===== config.mk =====
export PLATFORM = sky130hd
export DESIGN_NAME = h_ram_arb_flat
export DESIGN_NICKNAME = d
export VERILOG_FILES = /design/src/rtl/h_ram_pkg.sv /design/src/rtl/h_ram_arb_if.sv /design/src/rtl/h_rr_pick2.sv /design/src/rtl/h_ram_arb.sv /design/src/flat_wrapper.sv
export SDC_FILE = /design/constraint.sdc
export NUM_CORES = 1
export LEC_CHECK = 0
export ABC_AREA = 1
export CAP_MARGIN = 20
export CORE_UTILIZATION = 25
export DETAILED_ROUTE_END_ITERATION = 12
export GPL_ROUTABILITY_DRIVEN = 0
export PLACE_DENSITY = 0.92
export SETUP_SLACK_MARGIN = 0.15
export SYNTH_ARGS = -nofsm -noshare
export SYNTH_HDL_FRONTEND = slang
export SYNTH_HIERARCHICAL = 1
export SYNTH_SLANG_ARGS = --single-unit

===== constraint.sdc =====
create_clock -name clk -period 1.35 [get_ports clk]
set_input_delay 0.2025 -clock clk [delete_from_list [all_inputs] [get_ports clk]]
set_output_delay 0.2025 -clock clk [all_outputs]
set_load 0.02 [all_outputs]

===== src/rtl/h_ram_pkg.sv =====
// Shared types and defaults for the sparse-index h RAM arbiter.
package h_ram_pkg;

  localparam int unsigned H_ADDR_W    = 7;
  localparam int unsigned H_DAT_W     = 14;
  localparam int unsigned DEF_ENTRIES = 67;

  typedef enum logic [2:0] {
    StIdle,
    StGGen,
    StGMul,
    StGHost,
    StTurn
  } state_e;

  localparam logic [1:0] GEN  = 2'd0;
  localparam logic [1:0] MUL  = 2'd1;
  localparam logic [1:0] HOST = 2'd2;

endpackage


===== src/rtl/h_ram_arb_if.sv =====
// Requester and RAM-side signals of the h RAM arbiter; slave is the arbiter's view.
interface h_ram_arb_if;
  import h_ram_pkg::*;

  logic                gen_req;
  logic                gen_gnt;
  logic                gen_done;
  logic [H_ADDR_W-1:0] gen_addra;
  logic                gen_wea;
  logic [H_DAT_W-1:0]  gen_douta;
  logic [H_ADDR_W-1:0] gen_addrb;
  logic                gen_web;
  logic [H_DAT_W-1:0]  gen_doutb;
  logic [H_DAT_W-1:0]  gen_dina;
  logic [H_DAT_W-1:0]  gen_dinb;

  logic                mul_req;
  logic                mul_gnt;
  logic                mul_re;
  logic [H_ADDR_W-1:0] mul_addr;
  logic [H_DAT_W-1:0]  mul_rdata;
  logic                mul_rvalid;

  logic                host_req;
  logic                host_gnt;
  logic                host_re;
  logic [H_ADDR_W-1:0] host_addr;
  logic [H_DAT_W-1:0]  host_rdata;
  logic                host_rvalid;

  logic [H_ADDR_W-1:0] ram_addra;
  logic                ram_wea;
  logic [H_DAT_W-1:0]  ram_wdata_a;
  logic [H_DAT_W-1:0]  ram_rdata_a;
  logic [H_ADDR_W-1:0] ram_addrb;
  logic                ram_web;
  logic [H_DAT_W-1:0]  ram_wdata_b;
  logic [H_DAT_W-1:0]  ram_rdata_b;

  logic                h_valid;
  logic                busy;
  logic                err_oob;

  modport slave (
    input  gen_req, gen_done, gen_addra, gen_wea, gen_douta, gen_addrb, gen_web, gen_doutb,
    output gen_gnt, gen_dina, gen_dinb,
    input  mul_req, mul_re, mul_addr,
    output mul_gnt, mul_rdata, mul_rvalid,
    input  host_req, host_re, host_addr,
    output host_gnt, host_rdata, host_rvalid,
    output ram_addra, ram_wea, ram_wdata_a, ram_addrb, ram_web, ram_wdata_b,
    input  ram_rdata_a, ram_rdata_b,
    output h_valid, busy, err_oob
  );

  modport master (
    output gen_req, gen_done, gen_addra, gen_wea, gen_douta, gen_addrb, gen_web, gen_doutb,
    input  gen_gnt, gen_dina, gen_dinb,
    output mul_req, mul_re, mul_addr,
    input  mul_gnt, mul_rdata, mul_rvalid,
    output host_req, host_re, host_addr,
    input  host_gnt, host_rdata, host_rvalid,
    input  ram_addra, ram_wea, ram_wdata_a, ram_addrb, ram_web, ram_wdata_b,
    output ram_rdata_a, ram_rdata_b,
    input  h_valid, busy, err_oob
  );

endinterface


===== src/rtl/h_rr_pick2.sv =====
// Two-way round-robin picker: on a tie rr=0 favours req0, rr=1 favours req1.
module h_rr_pick2 (
  input  logic i_req0,
  input  logic i_req1,
  input  logic i_rr,
  output logic o_gnt0,
  output logic o_gnt1,
  output logic o_rr_nxt
);

  assign o_gnt0   = i_req0 & (~i_req1 | ~i_rr);
  assign o_gnt1   = i_req1 & (~i_req0 | i_rr);
  assign o_rr_nxt = (o_gnt0 | o_gnt1) ? ~i_rr : i_rr;

endmodule


===== src/rtl/h_ram_arb.sv =====
// Arbitrates the dual-port h index RAM between generator, multiplier and host with
// whole-transaction grants, a one-cycle turnaround and out-of-range write suppression.
module h_ram_arb
  import h_ram_pkg::*;
#(
  parameter int unsigned ENTRIES = DEF_ENTRIES
) (
  input logic        clk,
  input logic        rst,
  h_ram_arb_if.slave bus
);

  localparam logic [H_ADDR_W:0] EntriesLim = (H_ADDR_W + 1)'(ENTRIES);

  state_e r_state;
  logic   r_gen_gnt, r_mul_gnt, r_host_gnt;
  logic   r_mul_rvalid, r_host_rvalid;
  logic   r_h_valid, r_err_oob, r_rr;

  logic   w_mul_elig, w_host_elig;
  logic   w_pick_mul, w_pick_host, w_rr_nxt;
  logic   w_oob_a, w_oob_b;

  logic [H_ADDR_W-1:0] w_addra, w_addrb;
  logic                w_wea, w_web;
  logic [H_DAT_W-1:0]  w_wdata_a, w_wdata_b;

  assign w_mul_elig  = r_h_valid & bus.mul_req;
  assign w_host_elig = bus.host_req;
  assign w_oob_a     = {1'b0, bus.gen_addra} >= EntriesLim;
  assign w_oob_b     = {1'b0, bus.gen_addrb} >= EntriesLim;

  h_rr_pick2 u_pick (
    .i_req0   (w_mul_elig),
    .i_req1   (w_host_elig),
    .i_rr     (r_rr),
    .o_gnt0   (w_pick_mul),
    .o_gnt1   (w_pick_host),
    .o_rr_nxt (w_rr_nxt)
  );

  always_ff @(posedge clk) begin
    if (rst) begin
      r_state       <= StIdle;
      r_gen_gnt     <= 1'b0;
      r_mul_gnt     <= 1'b0;
      r_host_gnt    <= 1'b0;
      r_mul_rvalid  <= 1'b0;
      r_host_rvalid <= 1'b0;
      r_h_valid     <= 1'b0;
      r_err_oob     <= 1'b0;
      r_rr          <= 1'b0;
    end else begin
      r_mul_rvalid  <= bus.mul_re & r_mul_gnt;
      r_host_rvalid <= bus.host_re & r_host_gnt;
      if ((r_state == StGGen) && ((bus.gen_wea && w_oob_a) || (bus.gen_web && w_oob_b))) begin
        r_err_oob <= 1'b1;
      end
      unique case (r_state)
        StIdle: begin
          if (bus.gen_req) begin
            r_state   <= StGGen;
            r_gen_gnt <= 1'b1;
            r_h_valid <= 1'b0;
          end else if (w_pick_mul) begin
            r_state   <= StGMul;
            r_mul_gnt <= 1'b1;
            r_rr      <= w_rr_nxt;
          end else if (w_pick_host) begin
            r_state    <= StGHost;
            r_host_gnt <= 1'b1;
            r_rr       <= w_rr_nxt;
          end
        end
        StGGen: begin
          if (bus.gen_done) r_h_valid <= 1'b1;
          if (!bus.gen_req) begin
            r_state   <= StTurn;
            r_gen_gnt <= 1'b0;
          end
        end
        StGMul: begin
          if (!bus.mul_req) begin
            r_state   <= StTurn;
            r_mul_gnt <= 1'b0;
          end
        end
        StGHost: begin
          if (!bus.host_req) begin
            r_state    <= StTurn;
            r_host_gnt <= 1'b0;
          end
        end
        StTurn:  r_state <= StIdle;
        default: r_state <= StIdle;
      endcase
    end
  end

  // Read owners only drive port A; port B belongs to the generator alone.
  always_comb begin
    w_addra   = '0;
    w_wea     = 1'b0;
    w_wdata_a = '0;
    w_addrb   = '0;
    w_web     = 1'b0;
    w_wdata_b = '0;
    unique case (r_state)
      StGGen: begin
        w_addra   = bus.gen_addra;
        w_wea     = bus.gen_wea & ~w_oob_a;
        w_wdata_a = bus.gen_douta;
        w_addrb   = bus.gen_addrb;
        w_web     = bus.gen_web & ~w_oob_b;
        w_wdata_b = bus.gen_doutb;
      end
      StGMul:  w_addra = bus.mul_addr;
      StGHost: w_addra = bus.host_addr;
      default: ;
    endcase
  end

  assign bus.ram_addra   = w_addra;
  assign bus.ram_wea     = w_wea;
  assign bus.ram_wdata_a = w_wdata_a;
  assign bus.ram_addrb   = w_addrb;
  assign bus.ram_web     = w_web;
  assign bus.ram_wdata_b = w_wdata_b;

  assign bus.gen_gnt     = r_gen_gnt;
  assign bus.mul_gnt     = r_mul_gnt;
  assign bus.host_gnt    = r_host_gnt;
  assign bus.mul_rvalid  = r_mul_rvalid;
  assign bus.host_rvalid = r_host_rvalid;
  assign bus.mul_rdata   = bus.ram_rdata_a;
  assign bus.host_rdata  = bus.ram_rdata_a;
  assign bus.gen_dina    = bus.ram_rdata_a;
  assign bus.gen_dinb    = bus.ram_rdata_b;

  assign bus.h_valid     = r_h_valid;
  assign bus.busy        = (r_state != StIdle);
  assign bus.err_oob     = r_err_oob;

endmodule


===== src/flat_wrapper.sv =====
// flat-port wrapper written by rule: the top's interface ports become plain ports
module h_ram_arb_flat import h_ram_pkg::*;
#(
  parameter int unsigned ENTRIES = DEF_ENTRIES
)
  (clk, rst, bus_gen_req, bus_gen_done, bus_gen_addra, bus_gen_wea, bus_gen_douta, bus_gen_addrb, bus_gen_web, bus_gen_doutb, bus_gen_gnt, bus_gen_dina, bus_gen_dinb, bus_mul_req, bus_mul_re, bus_mul_addr, bus_mul_gnt, bus_mul_rdata, bus_mul_rvalid, bus_host_req, bus_host_re, bus_host_addr, bus_host_gnt, bus_host_rdata, bus_host_rvalid, bus_ram_addra, bus_ram_wea, bus_ram_wdata_a, bus_ram_addrb, bus_ram_web, bus_ram_wdata_b, bus_ram_rdata_a, bus_ram_rdata_b, bus_h_valid, bus_busy, bus_err_oob);
  h_ram_arb_if bus_i ();
  input logic clk;
  input logic rst;
  input wire logic [$bits(bus_i.gen_req)-1:0] bus_gen_req;
  input wire logic [$bits(bus_i.gen_done)-1:0] bus_gen_done;
  input wire logic [$bits(bus_i.gen_addra)-1:0] bus_gen_addra;
  input wire logic [$bits(bus_i.gen_wea)-1:0] bus_gen_wea;
  input wire logic [$bits(bus_i.gen_douta)-1:0] bus_gen_douta;
  input wire logic [$bits(bus_i.gen_addrb)-1:0] bus_gen_addrb;
  input wire logic [$bits(bus_i.gen_web)-1:0] bus_gen_web;
  input wire logic [$bits(bus_i.gen_doutb)-1:0] bus_gen_doutb;
  output wire logic [$bits(bus_i.gen_gnt)-1:0] bus_gen_gnt;
  output wire logic [$bits(bus_i.gen_dina)-1:0] bus_gen_dina;
  output wire logic [$bits(bus_i.gen_dinb)-1:0] bus_gen_dinb;
  input wire logic [$bits(bus_i.mul_req)-1:0] bus_mul_req;
  input wire logic [$bits(bus_i.mul_re)-1:0] bus_mul_re;
  input wire logic [$bits(bus_i.mul_addr)-1:0] bus_mul_addr;
  output wire logic [$bits(bus_i.mul_gnt)-1:0] bus_mul_gnt;
  output wire logic [$bits(bus_i.mul_rdata)-1:0] bus_mul_rdata;
  output wire logic [$bits(bus_i.mul_rvalid)-1:0] bus_mul_rvalid;
  input wire logic [$bits(bus_i.host_req)-1:0] bus_host_req;
  input wire logic [$bits(bus_i.host_re)-1:0] bus_host_re;
  input wire logic [$bits(bus_i.host_addr)-1:0] bus_host_addr;
  output wire logic [$bits(bus_i.host_gnt)-1:0] bus_host_gnt;
  output wire logic [$bits(bus_i.host_rdata)-1:0] bus_host_rdata;
  output wire logic [$bits(bus_i.host_rvalid)-1:0] bus_host_rvalid;
  output wire logic [$bits(bus_i.ram_addra)-1:0] bus_ram_addra;
  output wire logic [$bits(bus_i.ram_wea)-1:0] bus_ram_wea;
  output wire logic [$bits(bus_i.ram_wdata_a)-1:0] bus_ram_wdata_a;
  output wire logic [$bits(bus_i.ram_addrb)-1:0] bus_ram_addrb;
  output wire logic [$bits(bus_i.ram_web)-1:0] bus_ram_web;
  output wire logic [$bits(bus_i.ram_wdata_b)-1:0] bus_ram_wdata_b;
  input wire logic [$bits(bus_i.ram_rdata_a)-1:0] bus_ram_rdata_a;
  input wire logic [$bits(bus_i.ram_rdata_b)-1:0] bus_ram_rdata_b;
  output wire logic [$bits(bus_i.h_valid)-1:0] bus_h_valid;
  output wire logic [$bits(bus_i.busy)-1:0] bus_busy;
  output wire logic [$bits(bus_i.err_oob)-1:0] bus_err_oob;
  assign bus_i.gen_req = bus_gen_req;
  assign bus_i.gen_done = bus_gen_done;
  assign bus_i.gen_addra = bus_gen_addra;
  assign bus_i.gen_wea = bus_gen_wea;
  assign bus_i.gen_douta = bus_gen_douta;
  assign bus_i.gen_addrb = bus_gen_addrb;
  assign bus_i.gen_web = bus_gen_web;
  assign bus_i.gen_doutb = bus_gen_doutb;
  assign bus_gen_gnt = bus_i.gen_gnt;
  assign bus_gen_dina = bus_i.gen_dina;
  assign bus_gen_dinb = bus_i.gen_dinb;
  assign bus_i.mul_req = bus_mul_req;
  assign bus_i.mul_re = bus_mul_re;
  assign bus_i.mul_addr = bus_mul_addr;
  assign bus_mul_gnt = bus_i.mul_gnt;
  assign bus_mul_rdata = bus_i.mul_rdata;
  assign bus_mul_rvalid = bus_i.mul_rvalid;
  assign bus_i.host_req = bus_host_req;
  assign bus_i.host_re = bus_host_re;
  assign bus_i.host_addr = bus_host_addr;
  assign bus_host_gnt = bus_i.host_gnt;
  assign bus_host_rdata = bus_i.host_rdata;
  assign bus_host_rvalid = bus_i.host_rvalid;
  assign bus_ram_addra = bus_i.ram_addra;
  assign bus_ram_wea = bus_i.ram_wea;
  assign bus_ram_wdata_a = bus_i.ram_wdata_a;
  assign bus_ram_addrb = bus_i.ram_addrb;
  assign bus_ram_web = bus_i.ram_web;
  assign bus_ram_wdata_b = bus_i.ram_wdata_b;
  assign bus_i.ram_rdata_a = bus_ram_rdata_a;
  assign bus_i.ram_rdata_b = bus_ram_rdata_b;
  assign bus_h_valid = bus_i.h_valid;
  assign bus_busy = bus_i.busy;
  assign bus_err_oob = bus_i.err_oob;
  h_ram_arb #(.ENTRIES(ENTRIES)) u_core (.clk(clk), .rst(rst), .bus(bus_i));
endmodule

# Word level (Yosys, flattened, before mapping)
# Cells that the tools add are included.
# totals
output_inout_bits	108
in_bits	94
regBits	11
word_cells	87
# classes
mux	31
eq_ne	13
reduce_logical	16
order_cmp	2
bitwise_logic	16
# ops
op	count
14-bit 2-to-1 mux	2
7-bit one-hot mux with 3 select lines	1
3-bit 2-to-1 mux	6
2-bit inequality test (second input constant)	9
1-bit 2-to-1 mux	16
7-bit greater-or-equal comparator (second input constant)	2
3-bit one-hot mux with 4 select lines	1
3-bit AND reduction	3
1-bit one-hot mux with 2 select lines	4
4-bit AND reduction	2
2-bit nonzero test	4
1-bit bitwise AND	7
7-bit 2-to-1 mux	1
3-bit by 2-bit equality test with 1-bit output (second input constant)	2
1-bit inverter	6
5-bit AND reduction	1
4-bit inequality test (second input constant)	1
3-bit by 1-bit equality test with 1-bit output (second input constant)	1
1-bit logical AND	3
3-bit zero test	1
1-bit bitwise OR	3
3-bit nonzero test	1
1-bit logical OR	1

# Longest topological paths before layout
# Gate-level depths: netlist of the first run.
# depth
word_depth	8
ltp_mapped	9
depth_no_buf	9

# Hierarchy
# Netlist of the first run, hierarchy kept.
# by_module_without_submodules
mod	seq_area_each_um2	cells_per_inst	n_inst	area_each_um2
h_ram_arb	220.2	246	1	1446.4
h_rr_pick2	0.0	8	1	35.0

# Worst setup path after synthesis of the first run
# OpenSTA, ideal clock, no wires.
# synth_timing
path_kind	register -> output
start	register u_core.r_state[0]
end	output port bus_ram_web
path_stages_with_launch	4
n_path_buf	0
t_required_ns	1.148
path_slack_ns	-0.054
arrival_time_ns	1.201
path_cell_list	dfxtp_1 > nand3_1 > nor2_1 > a21boi_0
# synth_via
elab_chain_len	2
# synth_rtl
element	line_no	source
from (decl)	h_ram_arb.sv:15	state_e r_state;
from (signal assigned)	h_ram_arb.sv:44	r_state <= StIdle;
from (signal assigned)	h_ram_arb.sv:62	r_state <= StGGen;
from (signal assigned)	h_ram_arb.sv:66	r_state <= StGMul;
3-bit by 1-bit equality test with 1-bit output	h_ram_arb.sv:108	unique case (r_state)
1-bit 2-to-1 mux	h_ram_arb.sv:108	
to (decl)	flat_wrapper.sv:37	output wire logic [$bits(bus_i.ram_web)-1:0] bus_ram_web;
# Every way passes these cells.

# Final worst setup path of the first run
# layout_timing
start	register u_core.r_state[1]
end	output port bus_ram_web
# Same word-level chain as after synthesis.

==> results of run 1 <==
==> path summary, 6_finish.rpt <==
check,from,end,slack [ps],cells past startpoint
max,u_core/r_state[1],bus_ram_web,-310,7
min,bus_ram_rdata_b[0],bus_gen_dinb[0],410,0
max reg2reg,u_core/r_state[1],u_core/r_state[2],-130,11
min reg2reg,u_core/bus.mul_gnt,u_core/bus.mul_rvalid,450,2
==> synth_stat cells, types with 2 or more instances <==
cell,instances
nor2_2,3
nand4_1,5
o21ai_0,3
nand3_2,2
buf_4,59
a31oi_1,2
nor2_4,2
nand2_2,2
inv_2,3
a21oi_1,5
dfxtp_1,11
a22oi_1,5
nand3_1,10
nor2_1,52
inv_1,50
nand2_1,33
==> routing by layer <==
metal	routed length [um]	GRT usage, %	vias to the layer above	part of all wire [%]
li1	-	-	929	-
met1	2247	19.81	893	34
met2	3541	38.45	128	53
met3	657	5.747	26	9.9
met4	198	10.55	0	3.0
met5	0	0	-	0
==> registers in the layout, indices dropped and copies added, names as in the netlist <==
register / cells
u_core/bus.err_oob: 1
u_core/bus.gen_gnt: 1
u_core/bus.h_valid: 1
u_core/bus.host_gnt: 1
u_core/bus.host_rvalid: 1
u_core/bus.mul_gnt: 1
u_core/bus.mul_rvalid: 1
u_core/r_rr: 1
u_core/r_state: 3
==> worst register-to-register path, delay by kind of cell, from the launching register on <==
kind / cells / cell delay [ps]
and+or+nand+nor: 5 / 440
buffers and inverters: 6 / 570
DFF: 1 / 360
==> report_power, final <==
group	leakage [nW]	internal, W	switching (W)	total, W
clock	0.0228	0.000209	0.000142	0.000351
combinational	1.47	0.00176	0.00165	0.00341
sequential	0.0929	0.000389	0.0000613	0.000450
==> per-stage QoR <==
stage / setup TNS (ps) / hold slack [ps] / util, % / area, um2 / std cells
after floorplan: 0 / 325.2 / - / 1740 / 254
after global placement: -17470 / 405.1 / 48.28 / 2708 / 402
after detailed placement: -18930 / 405.1 / 48.28 / 2708 / 402
after CTS: -8775 / 405.1 / 57.27 / 3212 / 432
after global routing: -12600 / 405.0 / 59.71 / 3348 / 438
final: -9858 / 405.0 / 59.71 / 3348 / 438
==> cell usage in the layout, fill, tap and decap left out <==
cell type        instances
dfxtp_1                  6
a22oi_1                  3
nor2_1                  16
nand2_1                 20
nand2_4                  4
nor2_4                  39
a21oi_2                  5
dfxtp_2                  2
dlygate4sd2_1            9
buf_6                   48
inv_4                    2
o21ai_2                  2
inv_2                    3
nand2_2                 12
clkbuf_8                 3
nand3_4                  2
a22oi_2                  2
nand3_2                  5
a31oi_2                  1
a21oi_4                  1
a31oi_1                  1
o21ai_0                  1
o21ai_1                  1
a21boi_4                 2
nand4_1                  5
dfxtp_4                  3
clkdlybuf4s50_1         63
buf_12                   1
nand3_1                  5
buf_4                   43
nor2_2                   2
inv_1                   47
inv_6                    1
buf_16                   5
clkbuf_1                 1
==> logic make-up after synthesis <==
kind of cell | count (synthesis)
compound gates | 19
buf+inv | 114
flops | 11
simple gates | 110
==> cell type report <==
class | count | share of cell area, %
Clock buffer | 4 | 1.345
Inverter | 53 | 6.241
Multi-Input combinational cell | 129 | 31.05
Sequential cell | 11 | 6.988
Tap cell | 72 | 2.691
Timing Repair Buffer | 169 | 51.68
==> timing repair <==
action,in CTS,in global routing
resized for setup,316,29
setup buffers,22,6
pin swaps,13,19
setup endpoints to repair,61,54
cloned,4,0
==> reports/results.ini, run 1 <==
[clocking]
clock_path_buffers=2
clkLatencyLatePin_ps=250
numCtsBuffers=3
cts_tree=yes
ctsHoldBuffers=0
path_clk_slew_ps=50
clkSinkCount=11
cts-root-buf=clkbuf_8
htree_levels=1

[grt]
grt-ovfl-total=0
grt_first_pass_wirelength_mm=9.853
first_global_vias=2070
grt_max_degree=9
gr-usage-all-layers_pct=20.32
antenna_found_initial=0

[synthesis]
yosys-top-cells-area=buf_4, dfxtp_1, nor2_1
synth_area_mm2=0.001481
ys_ff_latch=11
synth.avg_cell_area_um2=5.832
synth_nets=348
synth_mux_area_share_pct=0
yosysSeqAreaShare_pct=14.86
synth_compound_area_share_pct=8.024
synth-edff-count=0
synthArstFlopShare_pct=0
synthXorXnorAreaFrac_pct=0
synth-main-ff-cell=dfxtp_1
yosys.area.top_type=buf_4
synth_top_area_share_pct=29.90
ys_types=23
synthAdderAreaFrac_pct=0
synth_warnings=6
synth_top_family_by_area=buffers and inverters
synth-simple-area-share_pct=32.77
syn_inst=254

[final_layout]
multi_input_area_mm2=0.001040
nFillCells=462
syn2layout_area_growth_pct=126.0
antenna_cells=0
drive_gt1_share_pct=51.37
final_nets=461
regArea_um2=234.0

[routing]
post-route-drc-count=0
firstDrtPassIters=4
vias=1976
viasPerCell=4.511
post_drt_wl_per_cell_um=15.17
wirelength_mm=6.645
first_iter_violations=67
antenna_left=0

[sta]
relSlewSlack_pct=71.54
worst_slew_pin_slew_ps=425.6
slew_violations=0
period_share_pct=122.9
layout_setup_ws_ps=-309.8
max_freq_mhz=602.5
fin_skew_ps=3.464
grt_setup_unrepaired=true
period_minus_slack_ps=1660
setup_viol_count_final=47
finalHoldViolCount=0

[power_and_ir_drop]
finalPower_w=0.004212
leakagePower_nw=1.586
p_per_area_mw_per_mm2=1258
ir_drop_uv=820.8

[outcome]
run_status=finished with violations
violations=setup timing

[critical_path]
worstPathRequired_ps=1150
cp_common_cell=buf_6
cp_slowest_stage_delay_ps=360
crit_buf_inv=4
crit_family=buffers and inverters
worst_setup_path_start_kind=flop
critPathSlowestCell=dfxtp_4
worstPathArrival_ps=1460
cp_max_fo=5
crit_type=flop to output port
path_cells=inv_4 -> nand3_4 -> buf_6 -> buf_12 -> nor2_4 -> a21boi_4 -> buf_6
endpoint_kind=output port

[floorplan]
io_pins=202
fp.coreArea_mm2=0.005608
die_width_um=78.98
die_h_um=78.98
die-area_mm2=0.006238
rows=27
start_util_pct=26.42

[min_path]
hp-class=primary input to output port

[flow_run]
drv_cap=0

[placed_design]
post-place-ws_ps=-560.6
dp_hpwl_mm=4.203
numPortBuffers=117

Power figures use the tool's default switching activity.
==> run 2, diff against run 1 <==
- CELL_PAD_IN_SITES_DETAIL_PLACEMENT: not set -> 0
- CELL_PAD_IN_SITES_GLOBAL_PLACEMENT: not set -> 1
- CORE_UTILIZATION: 25 -> 14
- PLACE_DENSITY: 0.92 -> 0.91
==> run 2 against run 1 <==
Net effect:
- global-route usage decreased by 11 points
- cell area decreased by 7.5%
- largest cell class unchanged
- clock-buffer cell count did not move
- sequential share of layout area increased by 0.40 points
- the flow still finishes with violations (setup timing)
- combinational power is 21% lower
- non-clock buffer count is 12 lower
- power shrank 18%
==> reports/results.ini, run 2 (synthesis gave the netlist of run 1 again) <==
[grt]
grt_first_pass_wirelength_mm=8.148  ; -17%
antenna_found_initial=0  ; unchanged
grt-ovfl-total=0  ; unchanged
grt_max_degree=12  ; +3
use_met1_pct=10.18  ; -9.6 points
grt_busiest_layer=met2
first_global_vias=1769  ; -15%
grtUsageMet3_pct=2.308  ; -3.4 points
gr-usage-all-layers_pct=9.127  ; -11 points
met2_usage_pct=17.17  ; -21 points

[power_and_ir_drop]
p_clk_share_pct=9.7  ; +1.4 points
p_seq_share_pct=12.7  ; +2.0 points
leakagePower_nw=1.462  ; -7.8%
combPwrFrac_pct=77.6  ; -3.4 points
ir_drop_uv=475.5  ; -42%
p_int_w=0.001897  ; -20%
p_switching_w=0.001559  ; -16%
p_per_area_mw_per_mm2=1115  ; -11%
p_sw_share_pct=45.11  ; +1.2 points
finalPower_w=0.003455  ; -18%

[critical_path]
reg2reg_depth=12  ; +1
cp_slowest_stage_delay_ps=320  ; -40 ps
critPathSlowestCell=dfxtp_2
path_cells=inv_4 -> nand3_4 -> buf_12 -> buf_6 -> nor2_4 -> a21boi_2 -> buf_6
reg2reg_slack_ps=-150  ; -20 ps
endpoint_kind=output port
crit_type=flop to output port
worstPathRequired_ps=1150  ; about the same
cp_common_cell=buf_6
r2r-start=u_core/r_state[1]
worst_setup_path_start_kind=flop
r2r_end=u_core/bus.err_oob
cp_max_fo=5  ; unchanged
worstPathArrival_ps=1360  ; -100 ps

[clocking]
clkSinkCount=11  ; unchanged
numCtsBuffers=3  ; unchanged
cts-root-buf=clkbuf_8
path_clk_slew_ps=50  ; about the same
clkLatencyLatePin_ps=240  ; about the same
ctsHoldBuffers=0  ; unchanged
cts_tree=yes
clock_path_buffers=2  ; unchanged
htree_levels=1  ; unchanged

[min_path]
holdPathStages=0  ; unchanged
worstHoldEndpoint=bus_gen_dinb[0]
hp-class=primary input to output port
min_from=bus_ram_rdata_b[0]

[flow_run]
drv_cap=0  ; unchanged

[sta]
worst_slew_pin_slew_ps=359.2  ; -66.41 ps
slew_violations=0  ; unchanged
setup_viol_count_final=45  ; -4.3%
period_minus_slack_ps=1566  ; -94.20 ps
grt_setup_unrepaired=true
layout_setup_ws_ps=-215.6  ; +94.20 ps
hold_ws_ps=405.0  ; unchanged
tns_ps=-5243  ; +4615 ps
max_freq_mhz=638.7  ; +6.0%
finalHoldViolCount=0  ; unchanged
period_share_pct=116.0  ; -7.0 points
fin_skew_ps=2.141  ; -1.324 ps
relSlewSlack_pct=75.98  ; +4.4 points

[floorplan]
fp.coreArea_mm2=0.01028  ; +83%
die_width_um=104.9  ; +33%
start_util_pct=14.41  ; -12 points
io_pins=202  ; unchanged
die-area_mm2=0.01100  ; +76%
rows=37  ; +37%
die_h_um=104.9  ; +33%

[final_layout]
final_common_cell=clkdlybuf4s50_1
antenna_cells=0  ; unchanged
final_cell_mix=clkdlybuf4s50_1, buf_4, inv_1, nor2_4, nand2_1
final_nets=449  ; -2.6%
regMostFlops=u_core/r_state
drive_gt1_share_pct=45.20  ; -6.2 points
fin_util_pct=30.14  ; -30 points
syn2layout_area_growth_pct=109.1
largest_reg_flops=3  ; unchanged

[placed_design]
post-place-ws_ps=-524.1  ; +36.52 ps
numPortBuffers=117  ; unchanged
dp_hpwl_mm=4.150  ; -1.3%

[routing]
antenna_left=0  ; unchanged
post-route-drc-count=0  ; unchanged
post_drt_wl_per_cell_um=10.46  ; -31%
firstDrtPassIters=7  ; +3
viasPerCell=3.706  ; -18%
first_iter_violations=86  ; +28%
vias=1816  ; -8.1%
wirelength_mm=5.124  ; -23%

[outcome]
run_status=finished with violations
violations=setup timing

## run 2: cell types whose count changed in the layout (fill, tap and decap cells not counted), sizes merged
cell	change
buf	-12
## run 2: worst max-delay path by stage
stage | startpoint | to | slack (ps) | cells after the start
final | u_core/r_state[2] | bus_ram_web | -220 | 7
after detailed placement | bus_gen_addra[2] | bus_ram_wea | -520 | 5
after global routing | u_core/r_state[1] | bus_ram_web | -290 | 7
after CTS | u_core/r_state[2] | bus_ram_web | -220 | 7
after global placement | bus_gen_addrb[4] | bus_ram_web | -540 | 5
after floorplan | u_core/bus.h_valid | u_core/r_state[0] | 160 | 9
## run 2: cell type report
type	count	area, um2
Clock buffer	4	45.04
Fill cell	1104	7179
Inverter	53	206.4
Multi-Input combinational cell	129	973.4
Sequential cell	11	229.0
Tap cell	136	170.2
Timing Repair Buffer	157	1474
## run 2: critical path: cells and delay by family, from the launching register on
family	cells	cell delay, ps
AND/OR/NAND/NOR	2	160
buffers and inverters	4	470
flip-flops	1	320
AO/OA/AOI/OAI	1	170
## run 2: metal layers
metal	up-vias	wire length [um]
li1	900	-
met1	815	1975
met2	95	2638
met3	6	484
met4	0	25
met5	-	0
## run 2: repair_timing
action,in CTS,in global routing
endpoints found under the setup margin,61,54
hold endpoints to repair,0,0
pin swaps,8,8
setup buffers,10,5
gates resized for setup,269,23
cloned,0,0
## run 2: stage by stage
stage                     std cells  instance area, um2
after detailed placement        471                2825
after global placement          471                2825
after CTS                       485                2973
after floorplan                 254                1740
final                           490                3098
after global routing            490                3098
## run 2: power groups by stage
stage,registers (W),logic [W],clock network (W)
2_1_floorplan,0.000470,0.00149,0
3_3_place_gp,0.000434,0.00233,0
3_5_place_dp,0.000436,0.00236,0
4_1_cts,0.000437,0.00257,0.000347
5_1_grt,0.000450,0.00285,0.000370
6_report,0.000439,0.00268,0.000334
